[config.mk]
export PLATFORM = sky130hd
export DESIGN_NAME = trace_writer
export DESIGN_NICKNAME = d
export VERILOG_FILES = /design/src/rtl/llc_trace_pkg.sv /design/src/rtl/trace_rec_fifo.sv /design/src/rtl/trace_writer.sv
export SDC_FILE = /design/constraint.sdc
export NUM_CORES = 1
export LEC_CHECK = 0
export CORE_MARGIN = 8
export CORE_UTILIZATION = 40
export CTS_BUF_LIST = sky130_fd_sc_hd__clkbuf_16
export DETAILED_ROUTE_END_ITERATION = 16
export DONT_BUFFER_PORTS = 1
export GPL_TIMING_DRIVEN = 1
export PLACE_DENSITY_LB_ADDON = 0.08
export SLEW_MARGIN = 15
export SYNTH_ARGS = -nofsm -noshare
export SYNTH_HDL_FRONTEND = slang
export SYNTH_SLANG_ARGS = --single-unit
[constraint.sdc]
create_clock -name clk -period 3.8 [get_ports clk]
set_input_delay 0.38 -clock clk [delete_from_list [all_inputs] [get_ports clk]]
set_output_delay 0.38 -clock clk [all_outputs]
set_load 0.005 [all_outputs]
[src/rtl/llc_trace_pkg.sv]
// Shared types and ASCII helpers for the cache event trace writer.
// Records are serialised as "<op> <hex address>\n".
package llc_trace_pkg;

  localparam logic [7:0] CH_SPACE = 8'h20;
  localparam logic [7:0] CH_NL    = 8'h0A;
  localparam logic [7:0] CH_ZERO  = 8'h30;
  localparam logic [7:0] CH_LA    = 8'h61;
  localparam logic [7:0] CH_UA    = 8'h41;

  localparam int unsigned OP_MAX     = 9;
  localparam int unsigned REC_OP_W   = 4;
  localparam int unsigned REC_ADDR_W = 32;

  typedef struct packed {
    logic [REC_OP_W-1:0]   op;
    logic [REC_ADDR_W-1:0] addr;
  } trace_rec_t;

  typedef enum logic [2:0] {
    StIdle,
    StOp,
    StSpace,
    StHex,
    StEol
  } wr_state_e;

  function automatic logic [7:0] nibble_to_ascii(input logic [3:0] nibble, input logic upper);
    if (nibble < 4'd10) begin
      return CH_ZERO + {4'h0, nibble};
    end
    return (upper ? CH_UA : CH_LA) + {4'h0, nibble} - 8'd10;
  endfunction

endpackage

[src/rtl/trace_rec_fifo.sv]
// Synchronous record FIFO with full/empty flags; pointers carry one extra wrap bit.
// Push while full and pop while empty are ignored.
module trace_rec_fifo
  import llc_trace_pkg::*;
#(
  parameter int unsigned Depth = 4,
  parameter type rec_t = trace_rec_t
) (
  input  logic clk,
  input  logic rst_n,
  input  logic push_i,
  input  rec_t wdata_i,
  input  logic pop_i,
  output rec_t rdata_o,
  output logic full_o,
  output logic empty_o
);

  localparam int unsigned PtrW = $clog2(Depth);

  logic [PtrW:0] wptr_q, wptr_d, rptr_q, rptr_d;
  logic          do_push, do_pop;
  rec_t          mem_q [Depth];

  always_comb begin
    empty_o = (wptr_q == rptr_q);
    full_o  = (wptr_q[PtrW] != rptr_q[PtrW]) && (wptr_q[PtrW-1:0] == rptr_q[PtrW-1:0]);
    do_push = push_i && !full_o;
    do_pop  = pop_i && !empty_o;
    wptr_d  = wptr_q + {{PtrW{1'b0}}, do_push};
    rptr_d  = rptr_q + {{PtrW{1'b0}}, do_pop};
    rdata_o = mem_q[rptr_q[PtrW-1:0]];
  end

  always_ff @(posedge clk or negedge rst_n) begin
    if (!rst_n) begin
      wptr_q <= '0;
      rptr_q <= '0;
    end else begin
      wptr_q <= wptr_d;
      rptr_q <= rptr_d;
    end
  end

  // Storage needs no reset: entries are only read once the pointers mark them valid.
  always_ff @(posedge clk) begin
    if (do_push) begin
      mem_q[wptr_q[PtrW-1:0]] <= wdata_i;
    end
  end

endmodule

[src/rtl/trace_writer.sv]
// Serialises cache event records into ASCII trace lines, one byte per accepted cycle.
// A record FIFO decouples bursty event posting from the byte-rate sink.
module trace_writer
  import llc_trace_pkg::*;
#(
  parameter int unsigned FIFO_DEPTH = 4,
  parameter int unsigned OP_W       = 4,
  parameter int unsigned ADDR_W     = 32,
  parameter bit          UPPER_HEX  = 1'b0
) (
  input  logic              clk,
  input  logic              rst_n,
  input  logic              in_valid,
  output logic              in_ready,
  input  logic [OP_W-1:0]   in_op,
  input  logic [ADDR_W-1:0] in_addr,
  output logic              out_valid,
  input  logic              out_ready,
  output logic [7:0]        out_byte,
  output logic              out_last,
  output logic              busy,
  output logic              drop_err,
  output logic [15:0]       rec_count
);

  localparam int unsigned NDig = ADDR_W / 4;
  localparam int unsigned CntW = $clog2(NDig + 1);

  typedef struct packed {
    logic [OP_W-1:0]   op;
    logic [ADDR_W-1:0] addr;
  } rec_t;

  wr_state_e         state_q, state_d;
  logic [CntW-1:0]   cnt_q, cnt_d, cnt_dec;
  logic [ADDR_W-1:0] addr_q, addr_d, addr_sh;
  logic [7:0]        out_byte_q, out_byte_d;
  logic              out_valid_q, out_valid_d;
  logic              out_last_q, out_last_d;
  logic              drop_q, drop_d;
  logic [15:0]       rec_count_q, rec_count_d;

  logic fifo_push, fifo_pop, fifo_full, fifo_empty;
  logic in_fire, op_bad, accept;
  rec_t push_rec, head;

  trace_rec_fifo #(
    .Depth (FIFO_DEPTH),
    .rec_t (rec_t)
  ) u_fifo (
    .clk     (clk),
    .rst_n   (rst_n),
    .push_i  (fifo_push),
    .wdata_i (push_rec),
    .pop_i   (fifo_pop),
    .rdata_o (head),
    .full_o  (fifo_full),
    .empty_o (fifo_empty)
  );

  always_comb begin
    in_ready  = !fifo_full;
    in_fire   = in_valid && in_ready;
    op_bad    = (32'(in_op) > OP_MAX);
    fifo_push = in_fire && !op_bad;
    drop_d    = in_fire && op_bad;
    push_rec  = '{op: in_op, addr: in_addr};
    accept    = out_valid_q && out_ready;
    cnt_dec   = cnt_q - {{(CntW-1){1'b0}}, 1'b1};
    addr_sh   = addr_q >> {cnt_dec, 2'b00};

    state_d     = state_q;
    cnt_d       = cnt_q;
    addr_d      = addr_q;
    out_byte_d  = out_byte_q;
    out_valid_d = out_valid_q;
    out_last_d  = out_last_q;
    rec_count_d = rec_count_q;
    fifo_pop    = 1'b0;

    case (state_q)
      StIdle: begin
        if (!fifo_empty) begin
          fifo_pop    = 1'b1;
          addr_d      = head.addr;
          out_byte_d  = CH_ZERO + 8'(head.op);
          out_valid_d = 1'b1;
          state_d     = StOp;
        end
      end
      StOp: begin
        if (accept) begin
          out_byte_d = CH_SPACE;
          state_d    = StSpace;
        end
      end
      StSpace: begin
        if (accept) begin
          out_byte_d = nibble_to_ascii(addr_q[ADDR_W-1 -: 4], UPPER_HEX);
          cnt_d      = CntW'(NDig - 1);
          state_d    = StHex;
        end
      end
      StHex: begin
        if (accept) begin
          if (cnt_q != '0) begin
            cnt_d      = cnt_dec;
            out_byte_d = nibble_to_ascii(addr_sh[3:0], UPPER_HEX);
          end else begin
            out_byte_d = CH_NL;
            out_last_d = 1'b1;
            state_d    = StEol;
          end
        end
      end
      StEol: begin
        if (accept) begin
          rec_count_d = rec_count_q + 16'd1;
          out_last_d  = 1'b0;
          // Chain straight into the next line so back-to-back records have no bubble.
          if (!fifo_empty) begin
            fifo_pop   = 1'b1;
            addr_d     = head.addr;
            out_byte_d = CH_ZERO + 8'(head.op);
            state_d    = StOp;
          end else begin
            out_valid_d = 1'b0;
            state_d     = StIdle;
          end
        end
      end
      default: begin
        state_d     = StIdle;
        out_valid_d = 1'b0;
        out_last_d  = 1'b0;
      end
    endcase
  end

  always_ff @(posedge clk or negedge rst_n) begin
    if (!rst_n) begin
      state_q     <= StIdle;
      cnt_q       <= '0;
      addr_q      <= '0;
      out_byte_q  <= '0;
      out_valid_q <= 1'b0;
      out_last_q  <= 1'b0;
      drop_q      <= 1'b0;
      rec_count_q <= '0;
    end else begin
      state_q     <= state_d;
      cnt_q       <= cnt_d;
      addr_q      <= addr_d;
      out_byte_q  <= out_byte_d;
      out_valid_q <= out_valid_d;
      out_last_q  <= out_last_d;
      drop_q      <= drop_d;
      rec_count_q <= rec_count_d;
    end
  end

  assign out_valid = out_valid_q;
  assign out_byte  = out_byte_q;
  assign out_last  = out_last_q;
  assign drop_err  = drop_q;
  assign rec_count = rec_count_q;
  assign busy      = (state_q != StIdle) || !fifo_empty;

endmodule

# Yosys cells after proc, flatten, opt, wreduce, memory -nomap -nowiden
# Memories as Yosys holds them, arrays and structs flattened.
# Index checks and enable logic that the tools add are counted.
[totals] latch_bits=0 mem_bits_rw=144 register_bits=72 output_inout_bits=29 mem_count=1 wordCells=115 in_bits=40 mem_bits_ro=0
[mem_list] name="u_fifo.mem_q" depth=4 width=36 read_ports=1 rd_clocked_by_memory_dff=0 write_ports=1 line="trace_rec_fifo.sv:23" source="rec_t mem_q [Depth];"
[classes] n_shift=1 order_cmp=3 add_sub_neg=11 n_reduce_logical=26 muxes=46 n_div=0 eq_ne=15 n_bitwise=2 multipliers=0
[op_table] operator="2-to-1 mux 8 bit" count=10
[op_table] operator="2-to-1 mux 32 bit" count=2
[op_table] operator="one-hot mux 32 bit (2 select lines)" count=1
[op_table] operator="one-hot mux 8 bit (5 select lines)" count=1
[op_table] operator=">> shifter 32 x 6 -> 4 bit" count=1
[op_table] operator="adder 6 x 4 -> 7 bit, first input constant" count=3
[op_table] operator="2-to-1 mux 1 bit" count=18
[op_table] operator="2-to-1 mux 3 bit" count=6
[op_table] operator="adder 16 x 1 -> 16 bit, second input constant" count=1
[op_table] operator="adder 7 x 4 -> 8 bit, first input constant" count=2
[op_table] operator="inequality test 2 bit, second input constant" count=8
[op_table] operator="subtractor 8 x 4 -> 8 bit, second input constant" count=2
[op_table] operator="one-hot mux 3 bit (5 select lines)" count=1
[op_table] operator="2-to-1 mux 4 bit" count=3
[op_table] operator="AND reduction 4 bit" count=3
[op_table] operator="< comparator 4 bit, second input constant" count=2
[op_table] operator="one-hot mux 4 bit (2 select lines)" count=1
[op_table] operator="logical AND 1 bit" count=7
[op_table] operator="adder 3 x 1 -> 3 bit" count=2
[op_table] operator="== test 3 x 2 -> 1 bit, second input constant" count=2
[op_table] operator="one-hot mux 1 bit (3 select lines)" count=2
[op_table] operator="AND reduction 6 bit" count=1
[op_table] operator="OR reduction 3 bit" count=2
[op_table] operator="AND reduction 5 bit" count=1
[op_table] operator="other kinds (17)" count=22

# Depth between registers and ports, before layout
# Gate-level depths: netlist of run 1.
[logic_depth] ltp_word=11 ltp_mapped=12 ltp_nobuf=10

# By module
# From an unflattened synthesis of run 1, not the netlist that was laid out.
[hier_totals] cells_unflattened=526 area_unflattened_um2=8926.1
[modules_own_cells] module="trace_rec_fifo" instances=1 cells_per_inst=219 area_each_um2=5566.6
[modules_own_cells] module="trace_writer" instances=1 cells_per_inst=307 area_each_um2=3359.5

# Least setup slack after synthesis of run 1
# OpenSTA, ideal clock, no wires.
[synth_path] path_kind="register to register" from="register u_fifo.rptr_q[1]" to="memory u_fifo.mem_q[0][0] (netlist name), enable pin" arrival_ns=3.786 setup_slack_ns=-0.468 stages_incl_launch_ff=6 n_path_buf=1 setup_ns=0.482 cell_sequence="dfrtp_1 buf_2 xor2_1 or3_1 and3_1 nor3b_1"
[synth_via] elab_chain_len=8
[synth_rtl] element="start, declared" line="trace_rec_fifo.sv:21" source="logic [PtrW:0] wptr_q, wptr_d, rptr_q, rptr_d;"
[synth_rtl] element="start signal, assigned" line="trace_rec_fifo.sv:41" source="rptr_q <= rptr_d;"
[synth_rtl] element="== test 2 bit *" line="trace_rec_fifo.sv:27" source="full_o = (wptr_q[PtrW] != rptr_q[PtrW]) && (wptr_q[PtrW-1:0] == rptr_q[PtrW-1:0]);"
[synth_rtl] element="logical AND 1 bit *" line="trace_rec_fifo.sv:27"
[synth_rtl] element="zero test 1 bit *" line="trace_writer.sv:62" source="in_ready = !fifo_full;"
[synth_rtl] element="via in_ready" line="trace_writer.sv:14" source="output logic in_ready,"
[synth_rtl] element="logical AND 1 bit" line="trace_writer.sv:63" source="in_fire = in_valid && in_ready;"
[synth_rtl] element="logical AND 1 bit" line="trace_writer.sv:65" source="fifo_push = in_fire && !op_bad;"
[synth_rtl] element="logical AND 1 bit *" line="trace_rec_fifo.sv:28" source="do_push = push_i && !full_o;"
[synth_rtl] element="2-to-1 mux 1 bit *" line="trace_rec_fifo.sv:47" source="if (do_push) begin"
[synth_rtl] element="2-to-1 mux 1 bit (implied by the code) *" line="trace_rec_fifo.sv:48" source="mem_q[wptr_q[PtrW-1:0]] <= wdata_i;"
[synth_rtl] element="end, declared" line="trace_rec_fifo.sv:23"
# Mark *: on every way through the listed nets, which the timed path passes. The rest lies on a longest branch.

# Final worst setup path of run 1
[layout_path] from="register cnt_q[0]" to="register out_byte_q[3], in the netlist out_byte[3]"
[layout_via] elab_chain_len=11
[layout_rtl] element="start, declared" line="trace_writer.sv:35" source="logic [CntW-1:0] cnt_q, cnt_d, cnt_dec;"
[layout_rtl] element="start signal, assigned" line="trace_writer.sv:152" source="cnt_q <= cnt_d;"
[layout_rtl] element="branches (longest 8 deep; another with adder 7 x 4 -> 8 bit)"
[layout_rtl] element="2-to-1 mux 8 bit *" line="trace_writer.sv:106" source="if (cnt_q != '0) begin"
[layout_rtl] element="2-to-1 mux 8 bit *" line="trace_writer.sv:105" source="if (accept) begin"
[layout_rtl] element="one-hot mux 8 bit (5 select lines) *" line="trace_writer.sv:81" source="case (state_q)"
[layout_rtl] element="end signal, assigned" line="trace_writer.sv:154" source="out_byte_q <= out_byte_d;"
[layout_rtl] element="end, declared" line="trace_writer.sv:37" source="logic [7:0] out_byte_q, out_byte_d;"
# Every way passes the cells marked *. The select of a mux whose other input is x is not followed.
# A chain may end at the register's enable or synchronous reset.

==> reports/qor.csv, run 1 <==
stage,metric,value,unit
pwr,Clk pwr share,0.402,
routing,average wire per standard cell,20.4,µm
pwr,Reg power frac,0.529,
floorplanning,Initial Utilization,0.406,
floorplanning,die area,27100,µm²
global_route,GR Overflow Total,0,
synth,Synth Register Bits,215,
routing,highest metal used,met4,
sta,max-slew violation count,0,
sta,final setup fails,0,
final_layout,layout cell share with drive strength beyond 1,0.228,
floorplanning,Die W,165,µm
worst_setup_path,Worst EP required,4.19,ns
synth,mean post-synth cell area,16.9,µm²
routing,Initial DRT Pass Iterations,4,
synth,asr flop ratio synth,0.330,
synth,post-synthesis mux area share,0.145,
global_route,vias in the first global route,4896,
sta,Final period util,0.790,
final_layout,final design instance area without fill,10300,µm²
min_path,Hold Path End,drop_err$_DFF_PN0_,
sta,Final WS setup,0.798,ns
routing,vias,4676,
status,status,"complete, no violations",
min_path,hold path start,in_op[3],
pwr,switching share of power,0.221,
sta,max frequency,0.333,GHz
clock_network,clock buffer count from CTS,24,
pwr,Internal Power,4.14,mW
synth,largest family of logic cells by synthesized area,multiplexers,
sta,Least-Margin Pin Slew,0.793,ns
routing,drt drc,0,
synth,Synth Area in Compound Gates,0.0444,
synth,post-synthesis simple-gate area fraction,0.0643,
global_route,initial antenna violation count,0,
synth,Adder-Cell Fraction of Synth Area,0.0125,
synth,synth top area cells,"edfxtp_1 (49%), dfrtp_1 (20%), mux4_2 (9.7%)",
pwr,Pwr Density,516,nW/µm²
pwr,Logic pwr share,0.070,
clock_network,hold bufs inserted after CTS,39,
placement,port bufs,0,
flow_run,MaxCap Viol Count,0,
floorplanning,Core Box Area,21800,µm²
floorplanning,row count,54,
worst_setup_path,terminus of the critical flop-to-flop path,out_byte[3]$_DFFE_PN0P_,
final_layout,Layout Nets,619,
clock_network,clock root buffer,clkbuf_16,
clock_network,Post-CTS Setup Inserts,0,
clock_network,Skew-Pair Late Insertion Delay,0.52,ns
synth,post-synth top area share,0.490,
synth,Cells after Synth,521,
pwr,P_sw,1.17,mW
synth,count of different cell masters after synthesis,59,
routing,routed wl met2,8400,µm
global_route,pin count of the biggest net entering global routing,72,
worst_setup_path,Setup CP Type,reg -> reg,
final_layout,most frequent cells in the layout,"edfxtp_1 (144), dfrtp_1 (70), mux4_2 (38), dlygate4sd3_1 (38)",
worst_setup_path,RR Startpoint,cnt_q[0]$_DFFE_PN0P_,
global_route,first-pass GRT wire length,28100,µm
worst_setup_path,path depth of the worst reg2reg path,8,
clock_network,clk buf depth,3,
final_layout,n_diodes,0,
clock_network,post-CTS resize count,0,
sta,RSZ-0062 raised after global routing,no,
routing,DR WL met3,832,µm
placement,Placed Area,9140,µm²
placement,detailed-placement wirelength estimate,11000,µm
worst_setup_path,crit-path max FO,21,
final_layout,area grow syn2layout,16.6,%
clock_network,Worst-path clk slew,0.06,ns
pwr,Tot Pwr,5.32,mW
synth,XOR/XNOR Fraction of Synth Area,0.0238,
synth,sequential-to-total area share from yosys stat,0.691,
final_layout,Register Area,6100,µm²
worst_setup_path,R2R setup slack,0.80,ns
global_route,GR Util All Layers,0.134,
synth,Synth area leader,edfxtp_1,
routing,post-DR vias/cell,5.38,
pwr,Worst VDD drop,391,µV
floorplanning,boundary pin count,69,
worst_setup_path,Critical Path AT,3.39,ns
worst_setup_path,Crit. End Element,register,
placement,dpl ws,0.822,ns
final_layout,area of the multi-input gates,2600,µm²
routing,DR iter-0 viols,284,
min_path,hold depth,2,
routing,DRT met1 WL,7960,µm
placement,Post-Place Cells,786,
synth,Post-synth EDFFs,144,
final_layout,# fillers,1879,
placement,placer congestion estimate,0.798,
final_layout,Layout Cells excl Fill,869,
sta,Slew HR,0.471,
clock_network,Max H-tree Level,1,
clock_network,CTS tree,yes,
final_layout,"most common cell after layout, fill and taps aside",edfxtp_1,
synth,synthesized area,8830,µm²
sta,fin crit period,3.00,ns
routing,final WL,17700,µm
min_path,worst hold path type,in -> reg,
clock_network,CTS Sinks,215,
sta,setup_tns,0,ns
synth,syn nets,569,
pwr,P_leak,3.83,nW
sta,Clock Skews,0.0189,ns
sta,Final Hold Viols,0,
worst_setup_path,CP Launch Type,register,
sta,Final Hold Slack,0.0572,ns
synth,Post-synth top flop,edfxtp_1,
synth,Ys Warns,0,
routing,post-route ant nets,0,
floorplanning,Die Y,165,µm
final_layout,Layout Utilization,0.473,
==> kinds of logic (layout without fill, tap and decap cells) <==
| kind of cell | Yosys count | in the layout |
|---|---|---|
| AOI/OAI and AO/OA | 57 | 57 |
| xor gates and xnor gates | 24 | 24 |
| adders and majority gates | 9 | 9 |
| buffers and inverters | 30 | 98 |
| DFF | 215 | 215 |
| muxes | 76 | 76 |
| other | 1 | 1 |
| and+or+nand+nor | 109 | 109 |
==> layout make-up <==
class | instances | share of cell area
clock inverters | 17 | 0.00681
well taps | 280 | 0.0340
inverters | 6 | 0.00219
flip-flops and latches | 215 | 0.593
repair buffers | 48 | 0.0462
clock buffers | 27 | 0.0656
multi-input cells | 276 | 0.252
==> state kept, by name, indices dropped and copies added (netlist names) <==
register and count:
u_fifo.rptr_q 3, u_fifo.mem_q 144, out_valid 1, out_last 1, cnt_q 4, state_q 3, addr_q 32, out_byte 7
u_fifo.wptr_q 3, rec_count 16, drop_err 1
==> layer usage <==
layer,global-route usage,vias to the layer above
met5,0,-
li1,-,2139
met3,0.0277,41
met2,0.216,98
met4,0.0455,0
met1,0.177,2398
==> cell usage after synthesis (8+ instances only) <==
master    number
edfxtp_1     144
dfrtp_1       71
mux4_2        38
mux2_2        35
nand2_1       35
nor2_1        20
xnor2_1       14
a21oi_1       13
nand3_1       13
clkbuf_1      11
xor2_1        10
o21ai_0        9
ha_1           8
==> worst max-delay path, stage by stage (launching register included) <==
cell and delay, ns:
dfrtp_1 0.34, inv_1 0.10, ha_1 0.77, and2b_2 0.29, a2111oi_0 0.63, nor4_2 0.19
and4_1 0.26, o32ai_1 0.23, o21ai_1 0.08
==> power groups by stage <==
stage | Combinational, mW | Sequential, mW | Clock, mW
after floorplan | 0.194 | 2.84 | 0
after global placement | 0.322 | 2.85 | 0
after detailed placement | 0.321 | 2.86 | 0
after CTS | 0.387 | 2.81 | 2.21
after global routing | 0.408 | 2.83 | 2.29
final | 0.371 | 2.81 | 2.13
==> worst max-delay path by stage <==
| stage | from | to | slack (ns) | depth (start not counted) |
|---|---|---|---|---|
| finish | cnt_q[0]$_DFFE_PN0P_ | out_byte[3]$_DFFE_PN0P_ | 0.80 | 8 |
| global route | cnt_q[0]$_DFFE_PN0P_ | out_byte[3]$_DFFE_PN0P_ | 0.49 | 8 |
| CTS | cnt_q[0]$_DFFE_PN0P_ | out_byte[3]$_DFFE_PN0P_ | 0.80 | 8 |
| detailed placement | cnt_q[0]$_DFFE_PN0P_ | out_byte[3]$_DFFE_PN0P_ | 0.82 | 8 |
| global placement | cnt_q[0]$_DFFE_PN0P_ | out_byte[3]$_DFFE_PN0P_ | 0.89 | 8 |
| floorplan | u_fifo.rptr_q[1]$_DFF_PN0_ | u_fifo.mem_q[1][0]$_DFFE_PP_ | 0.71 | 6 |
Power figures use the tool's default switching activity.
==> run 2: changes to the inputs <==
==> constraint.sdc (replaced) <==
create_clock -name clk -period 2.95 [get_ports clk]
set_input_delay 0.295 -clock clk [delete_from_list [all_inputs] [get_ports clk]]
set_output_delay 0.295 -clock clk [all_outputs]
set_load 0.005 [all_outputs]
==> run 2 against run 1 <==
Net effect:
- via count is 0.58% lower
- flip-flop and latch count stayed put
- non-clock buffer count is 7 higher
- clock power is 23% higher
- critical path type unchanged
- largest power group unchanged
==> reports/qor.csv, run 2 (synthesized netlist as in run 1, its figures left out) <==
stage,metric,value,unit,change
status,status,"complete, no violations",,
routing,post-route ant nets,0,,unchanged
sta,Clock Skews,0.0150,ns,-0.00387 ns
pwr,Tot Pwr,6.74,mW,+27%
routing,average wire per standard cell,20.5,µm,+0.27%
pwr,Pwr Density,650,nW/µm²,+26%
worst_setup_path,Critical Path AT,3.09,ns,-0.30 ns
final_layout,area of the multi-input gates,2610,µm²,+0.39%
worst_setup_path,crit-path max FO,9,,-57%
sta,Least-Margin Pin Slew,0.785,ns,-0.00784 ns
floorplanning,Initial Utilization,0.406,,unchanged
clock_network,Worst-path clk slew,0.06,ns,about the same
sta,Final WS setup,0.243,ns,-0.555 ns
flow_run,MaxCap Viol Count,0,,unchanged
final_layout,area grow syn2layout,17.4,%,
global_route,initial antenna violation count,0,,unchanged
floorplanning,Die Y,165,µm,unchanged
routing,Initial DRT Pass Iterations,5,,+1
sta,Slew HR,0.463,,-0.00831
floorplanning,Core Box Area,21800,µm²,unchanged
final_layout,Layout Nets,625,,+0.97%
final_layout,layout cell share with drive strength beyond 1,0.239,,+0.0116
sta,final setup fails,0,,unchanged
clock_network,CTS Sinks,215,,unchanged
placement,dpl ws,0.204,ns,-0.618 ns
clock_network,Max H-tree Level,1,,unchanged
placement,placer congestion estimate,0.838,,+5.0%
final_layout,Layout Utilization,0.476,,+0.00328
routing,drt drc,0,,unchanged
sta,Final period util,0.918,,+0.128
placement,port bufs,0,,unchanged
global_route,vias in the first global route,4908,,+0.25%
global_route,GR Overflow Total,0,,unchanged
sta,RSZ-0062 raised after global routing,no,,
pwr,P_leak,3.82,nW,-0.31%
routing,post-DR vias/cell,5.32,,-1.1%
floorplanning,row count,54,,unchanged
final_layout,n_diodes,0,,unchanged
worst_setup_path,CP Launch Type,register,,
sta,max-slew violation count,0,,unchanged
worst_setup_path,Crit. End Element,register,,
routing,DR iter-0 viols,289,,+1.8%
pwr,Worst VDD drop,472,µV,+21%
clock_network,clock buffer count from CTS,23,,-4.2%
sta,Final Hold Viols,0,,unchanged
global_route,first-pass GRT wire length,28300,µm,+0.62%
routing,final WL,17900,µm,+0.85%
global_route,pin count of the biggest net entering global routing,72,,unchanged
worst_setup_path,Worst EP required,3.33,ns,-0.86 ns
final_layout,# fillers,1849,,-1.6%
placement,Post-Place Cells,792,,+0.76%
routing,vias,4649,,-0.58%
worst_setup_path,Setup CP Type,reg -> reg,,
final_layout,Register Area,6100,µm²,unchanged
global_route,GR Util All Layers,0.135,,+0.00114
sta,setup_tns,0,ns,unchanged
clock_network,clk buf depth,3,,unchanged
clock_network,clock root buffer,clkbuf_16,,
sta,max frequency,0.369,GHz,+11%
final_layout,max reg flops,144,,unchanged
min_path,worst hold path type,in -> reg,,
floorplanning,Die W,165,µm,unchanged
floorplanning,die area,27100,µm²,unchanged
clock_network,CTS tree,yes,,
floorplanning,boundary pin count,69,,unchanged
final_layout,"most common cell after layout, fill and taps aside",edfxtp_1,,
sta,fin crit period,2.71,ns,-0.295 ns
final_layout,Layout Cells excl Fill,874,,+0.58%
placement,detailed-placement wirelength estimate,11100,µm,+1.5%
clock_network,Skew-Pair Late Insertion Delay,0.51,ns,about the same
final_layout,most frequent cells in the layout,"edfxtp_1 (144), dfrtp_1 (70), dlygate4sd3_1 (39)",,
clock_network,Post-CTS Setup Inserts,0,,unchanged
[run 2: critical path: stages (launching register included)]
cell	delay, ns
dfrtp_1	0.37
inv_1	0.16
ha_2	0.37
buf_4	0.18
a2111oi_0	0.73
nor4_2	0.19
and4_1	0.26
o32ai_1	0.23
o21ai_1	0.08
[run 2: layout make-up]
cell class	instances	area share
flip-flops and latches	215	0.589
multi-input cells	276	0.251
repair buffers	55	0.0572
clock inverters	19	0.0110
well taps	280	0.0338
inverters	6	0.00217
clock buffers	23	0.0555
[run 2: path summary, 6_finish.rpt]
path / to / start / cells past startpoint / slack [ns]
max: out_byte[3]$_DFFE_PN0P_ / cnt_q[0]$_DFFE_PN0P_ / 8 / 0.24
min in group asynchronous: out_byte[3]$_DFFE_PN0P_ / rst_n / 2 / 0.39
max reg2reg: out_byte[3]$_DFFE_PN0P_ / cnt_q[0]$_DFFE_PN0P_ / 8 / 0.24
min: drop_err$_DFF_PN0_ / in_op[2] / 2 / 0.02
min reg2reg: u_fifo.rptr_q[2]$_DFF_PN0_ / u_fifo.rptr_q[2]$_DFF_PN0_ / 1 / 0.49
max in group asynchronous: addr_q[30]$_DFFE_PN0P_ / rst_n / 2 / 2.25
[run 2: report_power, final]
group          switching, mW  internal, mW  total, mW
logic                  0.310         0.197      0.507
clock network           1.11          1.50       2.61
registers             0.0862          3.53       3.62
total                   1.51          5.23       6.74
[run 2: metal layers]
metal,vias to the layer above,routed length (µm),global-route usage,share of wire
met1,2375,7980,0.179,0.45
li1,2147,-,-,-
met3,30,886,0.0299,0.050
met5,-,0,0,0
met2,97,8580,0.219,0.48
met4,0,431,0.0401,0.024
[run 2: timing repair]
| action | 4_1_cts | 5_1_grt |
|---|---|---|
| endpoints found under the setup margin | 0 | 4 |
| resized for setup | 0 | 2 |
| hold buffers | 40 | 0 |
| hold endpoints to repair | 217 | 0 |
[run 2: per-stage QoR]
stage | area [µm²] | hold slack, ns
after global placement | 9250 | 0.00323
after global routing | 10400 | 0.0704
after floorplan | 8840 | -0.000591
final | 10400 | 0.0170
after CTS | 10400 | 0.0108
after detailed placement | 9250 | 0.00329
==> run 3: changes to the inputs <==
--- a/config.mk
+++ b/config.mk
@@ -6,7 +6,7 @@
 export NUM_CORES = 1
 export LEC_CHECK = 0
 export CORE_MARGIN = 8
-export CORE_UTILIZATION = 40
+export CORE_UTILIZATION = 63
 export CTS_BUF_LIST = sky130_fd_sc_hd__clkbuf_16
 export DETAILED_ROUTE_END_ITERATION = 16
 export DONT_BUFFER_PORTS = 1
==> run 3 against run 2 <==
Net effect:
- sequential share of layout area increased by 0.93 points
- first-iteration DRC count increased by 22%
- cell count decreased by 12%
- clock skew increased by 0.0043 ns
- non-clock buffer count increased by 1
- routed wire length decreased by 7.4%
- worst setup slack got worse by 0.078 ns
- critical endpoint unchanged
- highest routed layer unchanged
==> reports/qor.csv, run 3 (synthesized netlist as in run 1, its figures left out) <==
stage,metric,value,unit,change
status,status,"complete, no violations",,
floorplanning,die area,18100,µm²,-33%
clock_network,CTS tree,yes,,
worst_setup_path,Critical Path AT,3.17,ns,+0.08 ns
placement,Placed Area,9130,µm²,-1.3%
final_layout,n_diodes,0,,unchanged
worst_setup_path,Worst EP required,3.33,ns,about the same
floorplanning,boundary pin count,69,,unchanged
pwr,P_leak,3.83,nW,+0.28%
worst_setup_path,max incr delay on CP,0.71,ns,-0.02 ns
routing,DR iter-0 viols,354,,+22%
placement,port bufs,0,,unchanged
pwr,Pwr Density,644,nW/µm²,-0.96%
worst_setup_path,Worst path slowest cell,a2111oi_0,,
worst_setup_path,crit-path max FO,14,,+5
worst_setup_path,CP Launch Type,register,,
sta,Clock Skews,0.0193,ns,+0.00426 ns
min_path,hold path start,in_op[1],,
placement,placer congestion estimate,0.934,,+11%
final_layout,layout cell share with drive strength beyond 1,0.231,,-0.00803
routing,final WL,16600,µm,-7.4%
clock_network,Max H-tree Level,1,,unchanged
global_route,GR Util All Layers,0.191,,+0.0559
clock_network,clock buffer count from CTS,22,,-4.3%
final_layout,Layout Nets,625,,unchanged
global_route,vias in the first global route,4975,,+1.4%
routing,post-route ant nets,0,,unchanged
clock_network,Post-CTS Setup Inserts,0,,unchanged
flow_run,MaxCap Viol Count,0,,unchanged
sta,Final period util,0.944,,+0.0263
clock_network,clk buf depth,3,,unchanged
pwr,Worst VDD drop,630,µV,+33%
final_layout,Layout Utilization,0.741,,+0.264
worst_setup_path,path depth of the worst reg2reg path,9,,+1
worst_setup_path,RR Startpoint,cnt_q[0]$_DFFE_PN0P_,,
clock_network,Worst-path clk slew,0.06,ns,about the same
floorplanning,Die Y,134,µm,-18%
floorplanning,Initial Utilization,0.641,,+0.235
final_layout,most frequent cells in the layout,"edfxtp_1 (144), dfrtp_1 (70), dlygate4sd3_1 (39)",,
min_path,hold depth,2,,unchanged
placement,detailed-placement wirelength estimate,10400,µm,-6.3%
floorplanning,Core Box Area,13800,µm²,-37%
sta,Final Hold Viols,0,,unchanged
sta,fin crit period,2.78,ns,+0.0775 ns
worst_setup_path,crit-path cells,inv_1 -> ha_1 -> buf_4 -> and2b_2 -> a2111oi_0 -> nor4_2 -> and4_1 -> o32ai_1 -> o21ai_1,,
routing,post-DR vias/cell,6.10,,+15%
sta,Final Hold Slack,0.0365,ns,+0.0196 ns
final_layout,final design instance area without fill,10200,µm²,-1.6%
sta,Least-Margin Pin Slew,0.814,ns,+0.0288 ns
sta,max frequency,0.359,GHz,-2.8%
global_route,pin count of the biggest net entering global routing,72,,unchanged
routing,Initial DRT Pass Iterations,4,,-1
clock_network,Skew-Pair Late Insertion Delay,0.51,ns,about the same
global_route,initial antenna violation count,0,,unchanged
worst_setup_path,terminus of the critical flop-to-flop path,out_byte[3]$_DFFE_PN0P_,,
final_layout,"most common cell after layout, fill and taps aside",edfxtp_1,,
sta,setup_tns,0,ns,unchanged
worst_setup_path,Setup CP Type,reg -> reg,,
worst_setup_path,R2R setup slack,0.17,ns,-0.08 ns
global_route,GR Overflow Total,0,,unchanged
routing,vias,4712,,+1.4%
final_layout,area grow syn2layout,15.6,%,
min_path,Hold Path End,drop_err$_DFF_PN0_,,
sta,RSZ-0062 raised after global routing,no,,
routing,average wire per standard cell,21.4,µm,+4.7%
min_path,worst hold path type,in -> reg,,
final_layout,max reg flops,144,,unchanged
floorplanning,row count,43,,-20%
floorplanning,Die W,134,µm,-18%
clock_network,clock root buffer,clkbuf_16,,
sta,final setup fails,0,,unchanged
routing,drt drc,0,,unchanged
clock_network,CTS Sinks,215,,unchanged
worst_setup_path,Crit. End Element,register,,
final_layout,# fillers,843,,-54%
global_route,first-pass GRT wire length,27000,µm,-4.6%
pwr,Tot Pwr,6.57,mW,-2.5%
sta,Slew HR,0.443,,-0.0197
sta,max-slew violation count,0,,unchanged
[run 3: worst max-delay path, delay by kind of cell (launching register included)]
family / cells / cell delay, ns
AO/OA/AOI/OAI: 3 / 1.03
AND/OR/NAND/NOR: 3 / 0.68
flip-flops: 1 / 0.34
adder cells (fa/ha/maj): 1 / 0.31
buffers and inverters: 2 / 0.30
[run 3: layout make-up]
cell class,instances,area (µm²),share of cell area
Inverter,6,22.5,0.00221
Timing Repair Buffer,56,601,0.0589
Clock buffer,22,551,0.0540
Tap cell,180,225,0.0221
Multi-Input combinational cell,276,2600,0.255
Sequential cell,215,6100,0.598
Clock inverter,18,100,0.00981
[run 3: power by group]
part / leakage [nW] / internal (mW) / switching (mW)
logic: 1.21 / 0.197 / 0.297
registers: 2.27 / 3.53 / 0.0941
clock network: 0.355 / 1.36 / 1.09
total: 3.83 / 5.09 / 1.48
[run 3: what timing repair did]
item	CTS	global route
resized for setup	0	1
hold buffers	40	0
endpoints found under the hold margin	217	0
endpoints found under the setup margin	0	3
[run 3: worst max path at each step]
| stage | from | to | slack [ns] | cells after the start |
|---|---|---|---|---|
| after floorplan | cnt_q[0]$_DFFE_PN0P_ | out_byte[1]$_DFFE_PN0P_ | 0.41 | 10 |
| after global placement | cnt_q[0]$_DFFE_PN0P_ | out_byte[3]$_DFFE_PN0P_ | 0.33 | 9 |
| after CTS | cnt_q[0]$_DFFE_PN0P_ | out_byte[3]$_DFFE_PN0P_ | 0.16 | 9 |
| final | cnt_q[0]$_DFFE_PN0P_ | out_byte[3]$_DFFE_PN0P_ | 0.17 | 9 |
| after detailed placement | cnt_q[0]$_DFFE_PN0P_ | out_byte[3]$_DFFE_PN0P_ | 0.19 | 9 |
| after global routing | cnt_q[0]$_DFFE_PN0P_ | out_byte[3]$_DFFE_PN0P_ | 0.01 | 9 |
[run 3: metrics by stage]
step           setup slack [ns]  cells
3_3_place_gp              0.330    693
5_1_grt                  0.0144    773
2_1_floorplan             0.407    521
4_1_cts                   0.162    773
6_report                  0.165    773
3_5_place_dp              0.191    693
[run 3: per-layer routing]
metal	part of all wire	vias to the layer above	routed length, µm	GRT usage
li1	-	2140	-	-
met1	0.40	2404	6680	0.246
met2	0.51	147	8430	0.318
met3	0.065	21	1080	0.0460
met4	0.022	0	356	0.0530
met5	0	-	0	0
